[src/rtl/uart_cmd_pkg.sv]
`default_nettype none
// ============================================================================
// Module      : uart_cmd_pkg
// Description : Shared definitions for the UART command decoder.
//               - Command opcodes.
//               - The 64-bit command word layout.
//               - Word and sync-preamble sizes.
//               - Read-path state encoding.
// Revision    : 1.0 - initial release
// ============================================================================
package uart_cmd_pkg;

  localparam logic [7:0] RD_OPCODE   = 8'h00;
  localparam logic [7:0] WR_OPCODE   = 8'h01;
  localparam int         CMD_BYTES   = 8;
  localparam int         SYNC_FF_RUN = 15;

  typedef struct packed {
    logic [7:0]  opcode;
    logic [23:0] addr;
    logic [31:0] data;
  } cmd_word_t;

  // The top-level read FSM uses IDLE/WAIT_ACK/SEND.
  // The serializer uses IDLE/SEND/GAP.
  typedef enum logic [1:0] {
    RD_IDLE     = 2'd0,
    RD_WAIT_ACK = 2'd1,
    RD_SEND     = 2'd2,
    RD_GAP      = 2'd3
  } rd_state_t;

endpackage
`default_nettype wire

[src/rtl/uart_cmd_tx_serializer.sv]
`default_nettype none
// ============================================================================
// Module      : uart_cmd_tx_serializer
// Description : Sends a 64-bit response word to the UART transmitter,
//               MSB byte first.
//               - One txstart pulse per byte, issued only when txready is 1.
//               - Each pulse is followed by a one-cycle gap, so the UART has
//                 time to drop txready.
// Ports       : clk, rst     - clock, async active-high reset
//               load, word   - start sending word (accepted when idle)
//               txready      - UART transmitter idle
//               txdata       - transmit byte, valid with txstart
//               txstart      - one-cycle transmit request
//               busy         - a word is being sent
// Revision    : 1.0 - initial release
// ============================================================================
module uart_cmd_tx_serializer
  import uart_cmd_pkg::*;
(
  input  logic        clk,
  input  logic        rst,
  input  logic        load,
  input  logic [63:0] word,
  input  logic        txready,
  output logic [7:0]  txdata,
  output logic        txstart,
  output logic        busy
);

  rd_state_t   state, state_nxt;
  logic [63:0] word_q, word_nxt;
  logic [2:0]  idx, idx_nxt;
  logic [7:0]  txdata_nxt;
  logic        txstart_nxt;

  always_ff @(posedge clk or posedge rst) begin
    if (rst) begin
      state   <= RD_IDLE;
      word_q  <= '0;
      idx     <= '0;
      txdata  <= '0;
      txstart <= 1'b0;
    end else begin
      state   <= state_nxt;
      word_q  <= word_nxt;
      idx     <= idx_nxt;
      txdata  <= txdata_nxt;
      txstart <= txstart_nxt;
    end
  end

  // The next byte to send is always in word_q[63:56].
  // The word is shifted left by one byte in each gap cycle.
  always_comb begin
    state_nxt   = state;
    word_nxt    = word_q;
    idx_nxt     = idx;
    txdata_nxt  = txdata;
    txstart_nxt = 1'b0;
    case (state)
      RD_IDLE: begin
        if (load) begin
          word_nxt  = word;
          idx_nxt   = '0;
          state_nxt = RD_SEND;
        end
      end
      RD_SEND: begin
        if (txready) begin
          txstart_nxt = 1'b1;
          txdata_nxt  = word_q[63:56];
          state_nxt   = RD_GAP;
        end
      end
      RD_GAP: begin
        if (idx == 3'(CMD_BYTES - 1)) begin
          state_nxt = RD_IDLE;
        end else begin
          idx_nxt   = idx + 3'd1;
          word_nxt  = {word_q[55:0], 8'h00};
          state_nxt = RD_SEND;
        end
      end
      default: state_nxt = RD_IDLE;
    endcase
  end

  assign busy = (state != RD_IDLE);

endmodule
`default_nettype wire

[src/rtl/uart_cmd_decoder.sv]
`default_nettype none
// ============================================================================
// Module      : uart_cmd_decoder
// Description : Assembles UART bytes into 64-bit command words
//               {opcode, addr, data}, MSB byte first.
//               - Resynchronises on 15 x 0xFF followed by 0x00.
//               - Issues write and read strobes.
//               - Sends read responses back through the UART transmitter.
// Ports       : clk, rst           - UART clock, async active-high reset
//               rxdata, rxvalid    - received byte and qualifier
//               txdata, txstart    - transmit byte and request
//               txready            - UART transmitter idle
//               wr_stb/addr/data   - register write strobe bus
//               rd_stb/addr        - register read strobe bus
//               rd_ack, rd_data    - read completion
//               bad_cmd_cnt        - saturating unknown-opcode count
//               overrun            - sticky: read dropped, response path busy
// Config      : UART_CMD_TIMEOUT_EN - discard a partial word after
//               TIMEOUT_CYCLES idle cycles
// Revision    : 1.0 - initial release
// ============================================================================
module uart_cmd_decoder
  import uart_cmd_pkg::*;
#(
  parameter int unsigned TIMEOUT_CYCLES = 1000000
) (
  input  logic        clk,
  input  logic        rst,
  input  logic [7:0]  rxdata,
  input  logic        rxvalid,
  output logic [7:0]  txdata,
  output logic        txstart,
  input  logic        txready,
  output logic        wr_stb,
  output logic [23:0] wr_addr,
  output logic [31:0] wr_data,
  output logic        rd_stb,
  output logic [23:0] rd_addr,
  input  logic        rd_ack,
  input  logic [31:0] rd_data,
  output logic [7:0]  bad_cmd_cnt,
  output logic        overrun
);

  logic [63:0] shreg;
  logic [2:0]  bcnt;
  logic [3:0]  ffrun;
  rd_state_t   rd_state, rd_state_nxt;
  cmd_word_t   word_in;
  logic        sync_hit, word_done, rd_accept, timeout_hit;
  logic        tx_load, tx_busy;

  // The word as it will look once the current byte is shifted in.
  assign word_in   = {shreg[55:0], rxdata};
  assign sync_hit  = rxvalid && (rxdata == 8'h00) && (ffrun == 4'(SYNC_FF_RUN));
  assign word_done = rxvalid && !sync_hit && (bcnt == 3'(CMD_BYTES - 1));
  assign rd_accept = word_done && (word_in.opcode == RD_OPCODE) && (rd_state == RD_IDLE);

`ifdef UART_CMD_TIMEOUT_EN
  localparam int CNT_W = $clog2(TIMEOUT_CYCLES + 1);
  logic [CNT_W-1:0] idle_cnt;

  // Saturates at the limit. It stays there until the next byte clears it,
  // so the timeout fires only once per partial word.
  always_ff @(posedge clk or posedge rst) begin
    if (rst) begin
      idle_cnt <= '0;
    end else if (rxvalid) begin
      idle_cnt <= '0;
    end else if (bcnt != 3'd0 && idle_cnt != CNT_W'(TIMEOUT_CYCLES)) begin
      idle_cnt <= idle_cnt + 1'b1;
    end
  end

  assign timeout_hit = !rxvalid && (bcnt != 3'd0) && (idle_cnt == CNT_W'(TIMEOUT_CYCLES));
`else
  logic unused_timeout;
  assign unused_timeout = ^TIMEOUT_CYCLES;
  assign timeout_hit    = 1'b0;
`endif

  always_ff @(posedge clk or posedge rst) begin
    if (rst) begin
      shreg       <= '0;
      bcnt        <= '0;
      ffrun       <= '0;
      wr_stb      <= 1'b0;
      rd_stb      <= 1'b0;
      wr_addr     <= '0;
      wr_data     <= '0;
      rd_addr     <= '0;
      bad_cmd_cnt <= '0;
      overrun     <= 1'b0;
    end else begin
      wr_stb <= 1'b0;
      rd_stb <= 1'b0;
      if (timeout_hit) begin
        bcnt <= '0;
      end
      if (rxvalid) begin
        if (rxdata == 8'hFF) begin
          if (ffrun != 4'(SYNC_FF_RUN)) ffrun <= ffrun + 4'd1;
        end else begin
          ffrun <= '0;
        end

        if (sync_hit) begin
          bcnt <= '0;
        end else begin
          shreg <= word_in;
          bcnt  <= word_done ? 3'd0 : bcnt + 3'd1;
          if (word_done) begin
            if (word_in.opcode == WR_OPCODE) begin
              wr_stb  <= 1'b1;
              wr_addr <= word_in.addr;
              wr_data <= word_in.data;
            end else if (word_in.opcode == RD_OPCODE) begin
              if (rd_accept) begin
                rd_stb  <= 1'b1;
                rd_addr <= word_in.addr;
              end else begin
                overrun <= 1'b1;
              end
            end else if (bad_cmd_cnt != 8'hFF) begin
              bad_cmd_cnt <= bad_cmd_cnt + 8'd1;
            end
          end
        end
      end
    end
  end

  // Read FSM.
  // WAIT_ACK is entered on the same edge that raises rd_stb, so an rd_ack
  // that coincides with rd_stb is still caught.
  // SEND covers the whole response transmission.
  always_ff @(posedge clk or posedge rst) begin
    if (rst) rd_state <= RD_IDLE;
    else     rd_state <= rd_state_nxt;
  end

  always_comb begin
    rd_state_nxt = rd_state;
    tx_load      = 1'b0;
    case (rd_state)
      RD_IDLE:     if (rd_accept) rd_state_nxt = RD_WAIT_ACK;
      RD_WAIT_ACK: begin
        if (rd_ack) begin
          tx_load      = 1'b1;
          rd_state_nxt = RD_SEND;
        end
      end
      RD_SEND:     if (!tx_busy) rd_state_nxt = RD_IDLE;
      default:     rd_state_nxt = RD_IDLE;
    endcase
  end

  uart_cmd_tx_serializer u_tx_ser (
    .clk     (clk),
    .rst     (rst),
    .load    (tx_load),
    .word    ({RD_OPCODE, rd_addr, rd_data}),
    .txready (txready),
    .txdata  (txdata),
    .txstart (txstart),
    .busy    (tx_busy)
  );

endmodule
`default_nettype wire

[config.mk]
export PLATFORM = sky130hd
export DESIGN_NAME = uart_cmd_decoder
export DESIGN_NICKNAME = d
export VERILOG_FILES = /design/src/rtl/uart_cmd_pkg.sv /design/src/rtl/uart_cmd_tx_serializer.sv /design/src/rtl/uart_cmd_decoder.sv
export SDC_FILE = /design/constraint.sdc
export NUM_CORES = 1
export LEC_CHECK = 0
export ABC_AREA = 1
export BUFFER_PORTS_ARGS = -buffer_cell sky130_fd_sc_hd__buf_2
export CAP_MARGIN = 40
export CORE_UTILIZATION = 45
export CTS_CLUSTER_SIZE = 28
export DETAILED_ROUTE_END_ITERATION = 7
export PLACE_DENSITY = 0.62
export SLEW_MARGIN = 10
export SYNTH_ARGS = -nofsm -noshare
export SYNTH_HDL_FRONTEND = slang
export SYNTH_HIERARCHICAL = 1
export SYNTH_SLANG_ARGS = --single-unit
[constraint.sdc]
create_clock -name clk -period 7 [get_ports clk]
set_clock_uncertainty 0.2 [all_clocks]
set_input_delay 1.4 -clock clk [delete_from_list [all_inputs] [get_ports clk]]
set_output_delay 1.4 -clock clk [all_outputs]
set_load 0.01 [all_outputs]
After elaboration in Yosys (flattened, before gate mapping). Cells that the tools add are included.

Register bits: 234. Output and inout bits: 100. Logic and storage cells: 97.

Add/sub/neg operators: 4. Equal/unequal tests: 18. Multiplexer cells: 32. Bitwise operators: 4. Reductions and logical operators: 23.

Operators with widths (count): two-way mux 64 bit (2); one-hot mux 64 bit (2 select lines) (1); AND reduction 6 bit (3); logical NOT 8 bit (2); two-way mux 1 bit (14); two-way mux 2 bit (6); two-way mux 3 bit (4); inequality test 2 bit (second input constant) (6); one-hot mux 2 bit (3 select lines) (2); adder 8 x 1 -> 8 bit (second input constant) (1); == test 8 x 1 -> 1 bit (second input constant) (1); == test 8 bit (second input constant) (1); two-way mux 4 bit (2); inequality test 8 bit (second input constant) (1); AND reduction 2 bit (4); adder 3 x 1 -> 3 bit (second input constant) (2); == test 2 bit (second input constant) (3); == test 3 bit (second input constant) (2); logical AND 1 bit (6); one-hot mux 3 bit (2 select lines) (1); AND reduction 3 bit (2); adder 4 x 1 -> 4 bit (second input constant) (1); == test 4 bit (second input constant) (1); logical NOT 2 bit (2); other kinds (7) (11).

Longest topological paths before layout. Gate-level depths: netlist (run 1).

Depth in word-level cells: 14. Depth in mapped cells: 10.

Cells and area by module. The synthesis (run 1) kept the hierarchy.

Modules (own cells, without submodules): uart_cmd_decoder (times used 1, cells an instance 730, area each 6688.9 um^2, sequential area each 3903.7 um^2); uart_cmd_tx_serializer (times used 1, cells an instance 530, area each 3891.2 um^2, sequential area each 1951.9 um^2).

Least setup slack after synthesis (run 1). Ideal clock, no wire load.

Kind: input -> register. Start point: input rxvalid. End point: register wr_addr[19]. Data arrival time: 2.348 ns. Path slack: 4.331 ns. Stages on the path: 9. Path buffers: 3. Cell sequence: buf_6 > nand2_2 > nor2_4 > nand2_4 > nand3_4 > buf_6 > buf_4 > o21ai_1 > nand2_1.

Longest elaborated chain between the ends: 6.

Ends and longest elaborated chain: start: declaration (RTL line uart_cmd_decoder.sv:30) `input logic rxvalid,`; logical AND 1 bit (2 in series) (RTL line uart_cmd_decoder.sv:55) `assign sync_hit = rxvalid && (rxdata == 8'h00) && (ffrun == 4'(SYNC_FF_RUN));`; logical NOT 1 bit (RTL line uart_cmd_decoder.sv:56) `assign word_done = rxvalid && !sync_hit && (bcnt == 3'(CMD_BYTES - 1));`; logical AND 1 bit (2 in series) (RTL line uart_cmd_decoder.sv:56); AND reduction 4 bit (no source line) (*); end signal: assignment (RTL line uart_cmd_decoder.sv:115) `wr_addr <= word_in.addr;`; end: declaration (RTL line uart_cmd_decoder.sv:35) `output logic [23:0] wr_addr,`.

Every way passes the cells marked *; elsewhere a longest branch is shown, timed or not. A chain may end at the register's enable or synchronous reset.

Worst setup path after layout (run 1).
Start point: input rxvalid. End point: register rd_addr[6].

Longest elaborated chain between the ends: 8.

Ends and longest elaborated chain: logical AND 1 bit (2 in series) (RTL line uart_cmd_decoder.sv:55); logical NOT 1 bit (RTL line uart_cmd_decoder.sv:56); logical AND 1 bit (2 in series) (RTL line uart_cmd_decoder.sv:56); logical AND 1 bit (2 in series) (RTL line uart_cmd_decoder.sv:57) `assign rd_accept = word_done && (word_in.opcode == RD_OPCODE) && (rd_state == RD_IDLE);`; AND reduction 6 bit (no source line) (*); end signal: assignment (RTL line uart_cmd_decoder.sv:120) `rd_addr <= word_in.addr;`; end: declaration (RTL line uart_cmd_decoder.sv:38) `output logic [23:0] rd_addr,`.

Marked as above.

==> results.md, run 1 <==
- Max-Cap Viols: 0
- Multi-input logic area: around 0.0040 mm²
- Layout Area Growth over Synthesis: 17.3%
- Final-layout fill cell count: between 2000 and 2500
- Io pins: ~150
- Post-synthesis sequential area ratio: 55.3%
- DP HPWL: roughly 16000 µm
- Worst setup path class: in -> reg
- First-pass GRT wire length: between 40000 and 50000 µm
- VDD IR max: about 0.22 mV
- Global route total overflow: 0
- Site Rows: 55
- Clock buffer count from CTS: 26
- Yosys top cell by area: dfrtp_1
- Critical path data arrival time: 3370 ps
- Detail Route Antenna Nets: 0
- Fin. Hold Viols: 0
- GR met3 Demand/Resource: under 10%
- Starting DRT DRC Count: 535
- Cell area after synthesis: roughly 0.011 mm²
- Met2 Use GR: a little over a third
- Die height: between 150 and 200 µm
- Routed via count: roughly 8500
- Clock-pin slew on the worst setup and hold paths: 60 ps
- Core area: 0.0228 mm²
- H-tree levels: 1
- Met1 GRT Util: between 30 and 40%
- Syn_area_per_cell: 8.40 µm²
- CTS sink count: about 230
- DRC: 0
- Synth Warn #: 6
- Maximum fanout along the worst path: 60
- PortBufs: 144
- CTS tree: done
- Setup TNS: 0 ps
- Final Util: a little over half
- Drt wl/cell: 15.2 µm
- Period utilization: 44.6%
- Antenna violations before repair: 0
- Minimum clock period: 3120 ps
- Layout cell share with drive strength beyond 1: around 17%
- Die X: roughly 160 µm
- Nets@finish: about 1400
- Worst min path class: reg -> reg
- Hold Buf Count CTS: 0
- Storage cell area: approximately 0.0059 mm²
- GR Util All Layers: between 20% and 30%
- Synth top area cells: dfrtp_1 55%, nand2_1 17%, nand3_1 7.2%
- DRT Pass-1 Iters: 7
- Most common cell after layout, fill and taps aside: nand2_1
- Setup-failing EPs final: 0
- DRT Wirelength: ~26000 µm
- GPL Wtd Cong: roughly 0.76
- Status: finished, final reports clean
- Vias in the first global route: a little over 8000
- Max clock buf depth: 3
- Relative slew margins: 48.5%
- Leakage power: between 6 and 7 nW
- RSZ-0062 raised after global routing: false
- CTS root buf: clkbuf_16
- Pwr Density: between 300 and 400 mW/mm²
- Worst-margin pin slew: about 770 ps
- #FFs+latches synth: around 230
- Most frequent cells in the layout: 479 x nand2_1, 232 x dfrtp_1, 153 x nand3_1
- Final Power: ~0.0046 W
- Worst skew pair latency: between 500 and 600 ps
- Initial Utilization: around 46%
- Crit end category: flip-flop
- Diode count: 0
- Unique masters post-synth: 35
- Post-CTS Setup Bufs: 0
- Die area: 0.0241 mm²
- GR peak layer: met2
- F_max: 320 MHz
- Gates resized, CTS repair: 0
- Share of the synthesized area in the top cell type: 55.3%
- Avg Vias per Cell: approximately 5
- Mapped Cells: roughly 1300
- Largest net degree at the start of global routing: around 70
- CP required: around 7300 ps
- Hold_ws: 271 ps
- Startpoint types: input pin
- Slew Limit Fails: 0
critical path: stages:
cell and delay (ps):
buf_2 190, nand2_2 110, nor2_4 50, nand2_4 80, nand3_4 560, nor2_4 680, nand3_1 170, nand2_1 100
state kept, by name (all words and copies together) (netlist names), 3 cells and up:
signal / flops
bad_cmd_cnt: 8
bcnt: 3
ffrun: 4
rd_addr: 24
shreg: 56
u_tx_ser/idx: 3
u_tx_ser/txdata: 8
u_tx_ser/word_q: 64
wr_addr: 24
wr_data: 32
cell families after synthesis:
family | after synthesis | synth area share (%)
xor gates and xnor gates | 6 | 0.497
muxes | 1 | 0.0946
and+or+nand+nor | 690 | 28.0
buffers and inverters | 168 | 7.40
adders and majority gates | 6 | 0.710
DFF | 234 | 55.3
other | 1 | 0.0354
AOI/OAI and AO/OA | 154 | 7.92
Yosys cell counts (all sizes together):
cell type	n
a31o	1
buf	50
clkbuf	29
clkinv	2
conb	1
dfrtp	234
ha	6
inv	87
mux2i	1
nand2	494
nand3	157
nand4	8
nor2	26
nor3	4
nor4	1
o21ai	127
o21bai	25
o22ai	1
xor2	6
worst paths after layout:
| check | endpoint | from | slack [ps] | cells past startpoint |
|---|---|---|---|---|
| min | u_tx_ser/txdata[5] | u_tx_ser/txdata[5] | 270 | 2 |
| max reg2reg | u_tx_ser/word_q[45] | u_tx_ser/state[1] | 3990 | 7 |
| min reg2reg | u_tx_ser/txdata[5] | u_tx_ser/txdata[5] | 270 | 2 |
| min in group asynchronous | u_tx_ser/word_q[55] | rst | 560 | 2 |
| max in group asynchronous | shreg[16] | rst | 4520 | 4 |
| max | rd_addr[6] | rxvalid | 3880 | 8 |
layout make-up:
type,instances,area share [%]
clock buffers,36,5.95
clock inverters,12,1.44
inverters,89,2.73
multi-input cells,865,32.0
flip-flops and latches,234,47.2
well taps,313,3.15
repair buffers,158,7.56
per-layer routing:
metal  up-vias  share of wire [%]
li1       4235                  -
met1      4057                 47
met2       183                 47
met3        33                4.4
met4         0                1.9
met5         -                  0
stage by stage:
step                      cells  cell area (µm²)  setup slack (ps)
after floorplan            1267            10600              1190
after global placement     1652            11300              3110
after detailed placement   1659            11500              3350
after CTS                  1707            12400              3880
after global routing       1707            12400              3620
final                      1707            12400              3880
power breakdown:
part / leakage [nW] / switching [W] / internal, W / total [W]
clock: 0.442 / 0.000555 / 0.000886 / 0.00144
combinational: 3.42 / 0.000687 / 0.000438 / 0.00112
sequential: 2.96 / 0.000278 / 0.00172 / 0.00200
total: 6.82 / 0.00152 / 0.00304 / 0.00456
Note: power is estimated with default switching activity, not from simulation.
==> run 2: changes to the inputs <==
- PLACE_DENSITY: 0.62 -> 0.64
- clock period: 7 -> 2.65 ns (I/O delays scaled with it)
==> results.md, run 2 (same netlist as run 1, synthesis figures left out) <==
- PortBufs: 144 (unchanged)
- GR Util All Layers: 21.8% (-0.043 points)
- Worst path cell trace: ha_1 > nand3_2 > nor2_2 > nand2_4 > nand3_4 > nor2_8 > nand2_1 > nand2_1
- Maximum fanout along the worst path: 57 (-5.0%)
- FF-to-FF setup slack: 290 ps (-3700 ps)
- H-tree levels: 1 (unchanged)
- DRC: 0 (unchanged)
- Post-CTS Setup Bufs: 0 (unchanged)
- Die X: 155 µm (unchanged)
- CTS tree: done
- Sw Pwr: 0.00393 W (+160%)
- Largest register FFs: 64 (unchanged)
- Max incr delay on CP: 700 ps (+20 ps)
- Nets@finish: 1434 (+0.63%)
- Sequential share of power: 45.6% (+1.8 points)
- Largest delay share family, worst path: simple AND/OR/NAND/NOR gates
- CTS root buf: clkbuf_16
- Largest net degree at the start of global routing: 69 (unchanged)
- CTS sink count: 234 (unchanged)
- Die height: 155 µm (unchanged)
- Starting DRT DRC Count: 609 (+14%)
- Pint: 0.00764 W (+150%)
- Most common cell after layout, fill and taps aside: nand2_1
- RR Endpoint: wr_data[28]
- Worst Hold End: u_tx_ser/word_q[3]
- Largest regs: u_tx_ser/word_q (64), shreg (56), wr_data (32)
- Antenna violations before repair: 0 (unchanged)
- Crit end category: flip-flop
- Largest Register: u_tx_ser/word_q
- Site Rows: 55 (unchanged)
- Fin. Hold Viols: 0 (unchanged)
- DP HPWL: 16700 µm (+2.4%)
- Drt wl/cell: 15.0 µm (-1.0%)
- Max clock buf depth: 3 (unchanged)
- Diode count: 0 (unchanged)
- R2R depth: 8 (+1)
- Min-delay src: rd_data[3]
- Worst hold stages: 3 (+1)
- R2r startpoint: ffrun[0]
- RSZ-0062 raised after global routing: false
- VDD IR max: 0.445 mV (+100%)
- Final-layout fill cell count: 2186 (+1.6%)
- Worst setup startpoint: ffrun[0]
- Most frequent cells in the layout: 479 x nand2_1, 232 x dfrtp_1, 153 x nand3_1
- Status: finished, final reports clean
- Worst setup path class: reg -> reg
- First-pass GRT wire length: 42800 µm (+0.31%)
- Clock buffer count from CTS: 25 (-3.8%)
- Routed via count: 8515 (+0.082%)
- CP most frequent cell: nand2_1
- Max-Cap Viols: 0 (unchanged)
- Worst-margin pin slew: 890 ps (+117 ps)
- Worst skew pair latency: 530 ps (about the same)
- Relative slew margins: 40.6% (-7.9 points)
- F_max: 424 MHz
- Global route total overflow: 0 (unchanged)
- Clock share of power: 28.9% (-2.7 points)
- Sw Share: 34.0% (+0.62 points)
- Worst Path Buf+Inv: 0 (-1)
- Setup-failing EPs final: 0 (unchanged)
- Critical path data arrival time: 2620 ps (-750 ps)
- Max stage delay cell, worst path: nor2_8
- DRT Pass-1 Iters: 5 (-2)
- Slew Limit Fails: 0 (unchanged)
- Period utilization: between 80 and 90%
- Core area: 0.0228 mm² (unchanged)
- Io pins: 145 (unchanged)
- Detail Route Antenna Nets: 0 (unchanged)
- Clock-pin slew on the worst setup and hold paths: 60 ps (about the same)
- Minimum clock period: approximately 2400 ps
- Leakage power: 6.80 nW (-0.39%)
- DRT Wirelength: 25800 µm (-0.54%)
- Pwr Density: 938 mW/mm² (+160%)
- Worst min path class: in -> reg
- Avg Vias per Cell: 4.97 (-0.38%)
- Hold_ws: 25.5 ps (-245 ps)
- CP required: 2910 ps (-4340 ps)
- Initial Utilization: 46.3% (unchanged)
- Combinational share of power: 25.6% (+0.9 points)
- GPL Wtd Cong: 0.763 (about the same)
- Layout Area Growth over Synthesis: 16.5%
- Finished layout cell area: 0.0123 mm² (-0.68%)
- Layout cell share with drive strength beyond 1: 17.3% (+0.26 points)
- Vias in the first global route: 8215 (+0.87%)
- Die area: 0.0241 mm² (unchanged)
- Startpoint types: flip-flop
- Area post-placement: 0.0115 mm² (+0.28%)
## run 2: how the worst max path moves through the flow
stage | endpoint | cells past startpoint | slack (ps)
final | wr_data[28] | 8 | 290
after global routing | wr_data[30] | 8 | 110
after CTS | wr_data[7] | 8 | 270
after detailed placement | wr_data[7] | 9 | 250
after global placement | wr_data[7] | 9 | 280
after floorplan | bad_cmd_cnt[0] | 1 | -50
## run 2: final cells by class
type / count / area [µm²] / area share [%]
timing repair buffer: 168 / 978 / 7.94
tap: 313 / 392 / 3.18
clock buffer: 39 / 748 / 6.07
inverter: 89 / 342 / 2.77
sequential: 234 / 5860 / 47.5
multi-input combinational: 865 / 3970 / 32.2
clock inverter: 7 / 42.5 / 0.345
## run 2: power groups by stage
stage / Sequential (W) / Clock, W / Combinational, W
after floorplan: 0.00529 / 0 / 0.00194
after global placement: 0.00530 / 0 / 0.00292
after detailed placement: 0.00532 / 0 / 0.00298
after CTS: 0.00527 / 0.00342 / 0.00300
after global routing: 0.00540 / 0.00355 / 0.00341
final: 0.00527 / 0.00334 / 0.00296
## run 2: tightest hold or removal path: stages
cell,delay [ps]
buf_2,80
nand2_1,50
nand2_1,60
## run 2: per-stage QoR
stage	worst slack [ps]	std cells	utilization, %	TNS (ps)	total power, W
global route	109	1715	54.0	0	0.0124
finish	293	1715	54.0	0	0.0116
CTS	267	1715	54.0	0	0.0117
floorplan	-52.9	1267	-	-8250	0.00722
detailed placement	253	1668	50.5	0	0.00830
global placement	281	1668	50.5	0	0.00822
## run 2: timing repair
item	4_1_cts	5_1_grt
hold endpoints to repair	15	0
gates resized for setup	0	0
hold buffers	1	0
## run 2: layer usage
metal / up-vias / share of wire [%] / GRT usage [%]
met4: 0 / 1.7 / 4.90
li1: 4242 / - / -
met2: 191 / 47 / 36.0
met3: 28 / 5.1 / 4.04
met1: 4054 / 46 / 30.0
met5: - / 0 / 0
